**config.mk**
```make
export PLATFORM = sky130hd
export DESIGN_NAME = fifo_dualport
export DESIGN_NICKNAME = d
export VERILOG_FILES = /design/src/rtl/fifo_dualport.sv
export SDC_FILE = /design/constraint.sdc
export NUM_CORES = 1
export LEC_CHECK = 0
export CAP_MARGIN = 20
export CORE_MARGIN = 4
export CORE_UTILIZATION = 60
export DETAILED_ROUTE_END_ITERATION = 8
export PLACE_DENSITY = 0.79
export SYNTH_ARGS = -nofsm -noshare
export SYNTH_HDL_FRONTEND = slang
export SYNTH_SLANG_ARGS = --single-unit
```
**constraint.sdc**
```tcl
create_clock -name clk_i -period 4 [get_ports clk_i]
set_clock_uncertainty 0.2 [all_clocks]
set_input_delay 0.6 -clock clk_i [delete_from_list [all_inputs] [get_ports clk_i]]
set_output_delay 0.6 -clock clk_i [all_outputs]
set_load 0.02 [all_outputs]
```
**src/rtl/fifo_dualport.sv**
```systemverilog
// rtl/fifo_dualport.sv - show-ahead single-clock FIFO on a dual-port array with registered head word
//
// Optional feature macro: FIFO_DUALPORT_LEVEL_EN (adds level_o occupancy output)
//
// Ports:
//   clk_i    in   1      clock, rising-edge
//   rst_ni   in   1      asynchronous active-low reset
//   wr_en_i  in   1      write request, data_i captured on the same edge
//   rd_en_i  in   1      read request, pops the word shown on data_o
//   data_i   in   WIDTH  write data
//   data_o   out  WIDTH  head-of-queue word, valid while empty_o=0
//   empty_o  out  1      no word presented on data_o
//   full_o   out  1      occupancy equals DEPTH
//   level_o  out  clog2(DEPTH+1)  occupancy (FIFO_DUALPORT_LEVEL_EN only)
//
// Words flow array -> ram_q (synchronous read stage) -> data_o (head register).
// A word is "unfetched" while it only lives in the array.

module fifo_dualport #(
   parameter int WIDTH = 8,
   parameter int DEPTH = 10
) (
   input  logic                       clk_i,
   input  logic                       rst_ni,
   input  logic                       wr_en_i,
   input  logic                       rd_en_i,
   input  logic [WIDTH-1:0]           data_i,
   output logic [WIDTH-1:0]           data_o,
   output logic                       empty_o,
`ifdef FIFO_DUALPORT_LEVEL_EN
   output logic [$clog2(DEPTH+1)-1:0] level_o,
`endif
   output logic                       full_o
);

   localparam int PW = (DEPTH > 1) ? $clog2(DEPTH) : 1;
   localparam int CW = $clog2(DEPTH + 1);

   logic [WIDTH-1:0] mem [DEPTH];
   logic [PW-1:0]    wr_ptr;
   logic [PW-1:0]    rd_ptr;
   logic [CW-1:0]    count;
   logic [CW-1:0]    count_next;
   logic [CW-1:0]    unfetched;
   logic [WIDTH-1:0] ram_q;
   logic             ram_valid;
   logic             out_valid;
   logic             rd_acc;
   logic             wr_acc;
   logic             out_load;
   logic             stage_free;
   logic             fetch;
   logic             bypass;

   function automatic logic [PW-1:0] inc(input logic [PW-1:0] p);
      return (p == PW'(DEPTH - 1)) ? '0 : p + 1'b1;
   endfunction

   always_comb begin
      out_valid  = ~empty_o;
      rd_acc     = rd_en_i & out_valid;
      wr_acc     = wr_en_i & (~full_o | rd_acc);
      count_next = count + CW'(wr_acc) - CW'(rd_acc);
      unfetched  = count - CW'(ram_valid) - CW'(out_valid);
      // Head register refills from the read stage whenever it is free or being popped.
      out_load   = ram_valid & (~out_valid | rd_acc);
      stage_free = ~ram_valid | out_load;
      fetch      = (unfetched != '0) & stage_free;
      // With nothing left in the array, a new word skips the array read and lands
      // straight in the read stage. This keeps "read stage empty" implying "array
      // empty", so a pop never leaves a bubble while more than one word is held.
      bypass     = wr_acc & (unfetched == '0) & stage_free;
   end

   // Array write port; the array is not reset, stale contents are never presented.
   always_ff @(posedge clk_i) begin
      if (wr_acc) mem[wr_ptr] <= data_i;
   end

   always_ff @(posedge clk_i or negedge rst_ni) begin
      if (!rst_ni) begin
         wr_ptr    <= '0;
         rd_ptr    <= '0;
         count     <= '0;
         ram_q     <= '0;
         ram_valid <= 1'b0;
         data_o    <= '0;
         empty_o   <= 1'b1;
         full_o    <= 1'b0;
      end else begin
         count  <= count_next;
         full_o <= (count_next == CW'(DEPTH));
         if (wr_acc) wr_ptr <= inc(wr_ptr);
         // Fetch never aliases the write address: unfetched < DEPTH whenever fetch is set.
         if (fetch | bypass) rd_ptr <= inc(rd_ptr);
         if (fetch) begin
            ram_q <= mem[rd_ptr];
         end else if (bypass) begin
            ram_q <= data_i;
         end
         ram_valid <= fetch | bypass | (ram_valid & ~out_load);
         if (out_load) data_o <= ram_q;
         empty_o <= ~(out_load | (out_valid & ~rd_acc));
      end
   end

`ifdef FIFO_DUALPORT_LEVEL_EN
   assign level_o = count;
`endif

endmodule

```
Yosys cells after proc, flatten, opt, wreduce, memory -nomap -nowiden:

Memory sizes are Yosys's and may differ from the RTL's.
Cells that the tools add are included.

* bits of input ports: 12
* word-level logic and storage cells: 47
* flip-flop bits (word level): 31
* memories: 1
* output and inout bits: 10
* memory bits (writable): 80

Memory list
* mem: words 10, width 8, rd ports 1, clocked after memory_dff 0, wr ports 1, line 39 `logic [WIDTH-1:0] mem [DEPTH];`

* reduce and logical (&&, ||, !) cells: 3
* add/sub/neg operators: 6
* equal/unequal tests: 3
* bitwise logic cells: 20
* muxes and demuxes: 6

Operators by type and width (count)
* $mux 8: 2
* $eq 4x4->1 const B: 3
* $sub 4x1->4: 3
* $add 4x1->4 const B: 2
* $and 1x1->1: 8
* $mux 4: 2
* $not 1->1: 6
* $or 1x1->1: 6
* $add 4x1->4: 1
* $logic_not 4->1: 1
* $reduce_bool 4->1: 1
* $mux 1: 2
* $reduce_bool 2->1: 1

Depth between registers and ports, before layout:

* depth after elaboration: 8
* mapped depth: 12
* gate-level depth less buffers: 11

Least setup slack after synthesis:

OpenSTA, ideal clock, no wires.

* path kind: reg-to-reg
* start: reg empty_o
* end: reg rd_ptr[1]
* library setup time: 0.125 ns
* stages on the path, launching flop included: 13
* required time: 3.675 ns
* period minus slack after synthesis: 3.083 ns
* buffers on the path: 1
* arrival: 2.758 ns
* path slack: 0.917 ns
* cell sequence: dfstp_2 inv_1 fa_1 inv_1 ha_1 nor2_1 ha_1 xnor2_1 and3_1 a31o_2 buf_2 nor2_1 mux2_2

* word-level cells in the longest chain between the ends: 7
* elaborated cells between the ends (all ways): 14
* those cells by class: add/sub: 1; bitwise: 11; reduce/logical: 2

Ends and longest elaborated chain
* start: declaration: line 29 `output logic empty_o,`
* start signal: assignment: line 103 `empty_o <= ~(out_load | (out_valid & ~rd_acc));`
* parallel branches: the longest is 6 deep, another holds $sub 4x1->4
* $or 1x1->1 *: line 95 `if (fetch | bypass) rd_ptr <= inc(rd_ptr);`
* end signal: assignment: line 95
* end: declaration: line 41 `logic [PW-1:0] rd_ptr;`

Mark *: on every way between the ends.
A chain may end at the register's enable or synchronous reset.

Final worst setup path:

* start: reg empty_o
* end: reg ram_q[7]

* word-level cells in the longest chain between the ends: 7
* elaborated cells between the ends (all ways): 15
* those cells by class: add/sub: 1; mux: 1; bitwise: 10; reduce/logical: 3

Ends and longest elaborated chain
* parallel branches: the longest is 7 deep, another holds $sub 4x1->4
* end signal: assignment: line 97 `ram_q <= mem[rd_ptr];`
* end signal: assignment: line 99 `ram_q <= data_i;`
* end: declaration: line 45 `logic [WIDTH-1:0] ram_q;`

Several ways; the timed one is not identified.

==> run_results.csv <==
group,metric,value,unit
outcome,status,"completed",
yosys,yosysSeqAreaShare,67.1,%
die,io_pins,22,
timing,slew_violations,0,
die,die_h,96.9,um
routing,avgRoutedWirePerCell,21.0,um
grt,grt_pass1_wl,14.2,mm
critical_path,required,4.12,ns
finish,final_cell_area,5300,um2
placement,place_area,5080,um2
timing,slew_headroom,42.1,%
power,power_density,710,nW/um2
clock_network,cts_setup_buffers,0,
yosys,synth-edff-count,80,
finish,layout.nets,336,
clock_network,cts_buffers,9,
clock_network,cts_hold_buffers,0,
timing,tightest_slew,0.868,ns
critical_path,crit_arrival,3.34,ns
die,initial_core_util,61.7,%
grt,grt_max_degree,32,
grt,grt.total_usage,20.0,%
grt,grt_pass1_vias,2560,
critical_path,start_kind,"register",
timing,timing.fmax,0.311,GHz
clock_network,cts_num_sinks,111,
critical_path,critPathKind,"register to register",
routing,totalWireLength,8.88,mm
power,power,0.00376,W
clock_network,cts_resized,0,
clock_network,h-tree-depth,3,
finish,instances_no_fill,422,
routing,vias_per_cell,5.93,
power,p_int,0.00251,W
yosys,yosysMostFrequentCell,"edfxtp_1",
clock_network,cts.path.max_buffers,2,
job,drv_cap,0,
placement,place_hpwl,6.04,mm
die,rows,32,
clock_network,tritoncts,"built",
timing,fin_tns_setup,0,ns
timing,hold_ws,0.290,ns
power,pwr-share-clk,18.9,%
clock_network,clk_latency,0.37,ns
timing,rsz0062_at_grt,"no",
power,p_leak,1.90,nW
yosys,syn_avg_cell_area,16.7,um2
routing,vias,2502,
yosys,yosysWarnings,0,
yosys,syn_inst,284,
finish,drive_gt1_share,23.1,%
yosys,yosys.cell_types.count,43,
die,core-area,7690,um2
routing,route.detailed.drc,0,
routing,detail-route-antenna-nets,0,
timing,finalHoldViolations,0,
finish,nFillCells,531,
placement,port_buffers,21,
placement,place.gp.congestion,0.847,
worst_hold_path,hp-class,"register to register",
yosys,synth_area,4740,um2
yosys,yosys.area.top_type_share,50.7,%
finish,antenna_cells,0,
routing,drt_pass1_iterations,4,
die,die_width,96.9,um
yosys,synth_common_cells,"80 x edfxtp_1, 30 x dfrtp_1, 25 x mux2_2",
grt,grt_overflow_total,0,
clock_network,cts-root-buf,"clkbuf_8",
critical_path,cp-end-kind,"register",
power,seq_power_share,45.5,%
timing,setup_viol_count_final,0,
clock_network,clk_pin_slew,0.12,ns
placement,place_inst,406,
yosys,synth-seq-cells,111,
die,dieArea,9390,um2
yosys,ys_top_cells_by_area,"edfxtp_1 51%, dfrtp_1 16%, mux2_2 5.9%",
timing,period_minus_slack,3.22,ns
timing,finalCritPeriodShare,80.5,%
yosys,synth_top_cell_by_area,"edfxtp_1",
power,pwr-share-comb,35.6,%
routing,drtIter0Drc,157,
grt,antenna_found_initial,0,
yosys,yosys_most_used_dff,"edfxtp_1",
critical_path,path_max_fanout,10,
yosys,synth_fp_nets,305,
power,switching_share,33.4,%
yosys,synthArstFlopShare,27.9,%
power,p_switching,0.00126,W
power,ir_drop,265,uV
finish,syn_to_final_growth,11.8,%
cells by family (layout without fill, tap and decap cells):
group | after synthesis | after routing | synth area share (%)
xor gates and xnor gates | 10 | 10 | 1.85
AOI/OAI and AO/OA | 20 | 20 | 3.51
muxes | 49 | 49 | 15.5
adders and majority gates | 9 | 9 | 2.69
buffers and inverters | 25 | 61 | 2.69
DFF | 111 | 111 | 67.1
and+or+nand+nor | 60 | 60 | 6.65
sequential cells by signal, indices dropped and copies added (netlist names), 4 cells and up:
name and flops:
data_o 8, count 4, mem 80, rd_ptr 4
ram_q 8, wr_ptr 4
path summary, 6_finish.rpt:
kind,from,slack (ns),end,cells past startpoint
max reg2reg,empty_o,0.78,ram_q[7],11
min reg2reg,ram_valid,0.29,empty_o,1
min in group asynchronous,rst_ni,0.42,ram_q[7],2
max,empty_o,0.78,ram_q[7],11
min,ram_valid,0.29,empty_o,1
max in group asynchronous,rst_ni,2.86,empty_o,2
layout by cell type (no fill, tap or decap), types with 2 or more instances in the layout:
cell type / instances
edfxtp_1: 80
dfrtp_1: 30
mux2_2: 25
clkdlybuf4s50_1: 21
nand2_1: 15
nor2_1: 13
inv_1: 12
mux4_2: 12
buf_4: 11
nand3_1: 10
xnor2_1: 9
clkbuf_8: 9
mux2i_1: 8
a221o_1: 8
ha_1: 7
nand2b_1: 5
nor3_1: 4
mux4_1: 4
inv_8: 4
nor2b_1: 3
a21o_1: 2
nor4_1: 2
o21ai_1: 2
o21ai_0: 2
fa_1: 2
power groups by stage:
| stage | registers [W] | logic (W) | clock network, W |
|---|---|---|---|
| after floorplan | 0.00166 | 0.00106 | 0 |
| after global placement | 0.00172 | 0.00130 | 0 |
| after detailed placement | 0.00174 | 0.00135 | 0 |
| after CTS | 0.00171 | 0.00135 | 0.000726 |
| after global routing | 0.00174 | 0.00146 | 0.000778 |
| final | 0.00171 | 0.00134 | 0.000712 |
critical path, cell delays in order (launching register included):
cell and delay [ns]:
dfstp_2 0.61, inv_1 0.07, fa_1 0.57, inv_1 0.06, ha_1 0.20, nor2_1 0.11, ha_1 0.16, xnor2_1 0.11
and3_1 0.24, and2_4 0.28, mux2i_1 0.39, a221o_1 0.18
layer usage:
metal  global-route usage, %  wire [um]  part of all wire, %  vias up
met5                       0          0                    0        -
met4                    9.18        235                  2.6        0
met3                    3.53        440                  5.0       14
met2                    31.1       4330                   49       81
met1                    27.8       3880                   44     1267
li1                        -          -                    -     1140
per-stage QoR:
stage | utilization [%] | setup WS [ns]
floorplan | - | 0.917
global placement | 66.1 | 0.788
detailed placement | 66.1 | 0.725
CTS | 68.9 | 0.772
global route | 68.9 | 0.626
finish | 68.9 | 0.780
cell type report:
class	count	area, um2	area share, %
Sequential cell	111	3180	60.0
Clock buffer	9	124	2.34
Timing Repair Buffer	32	293	5.53
Tap cell	102	128	2.41
Multi-Input combinational cell	148	1430	27.1
Inverter	13	48.8	0.921
Clock inverter	7	92.6	1.75
Note: power is estimated with default switching activity, not from simulation.
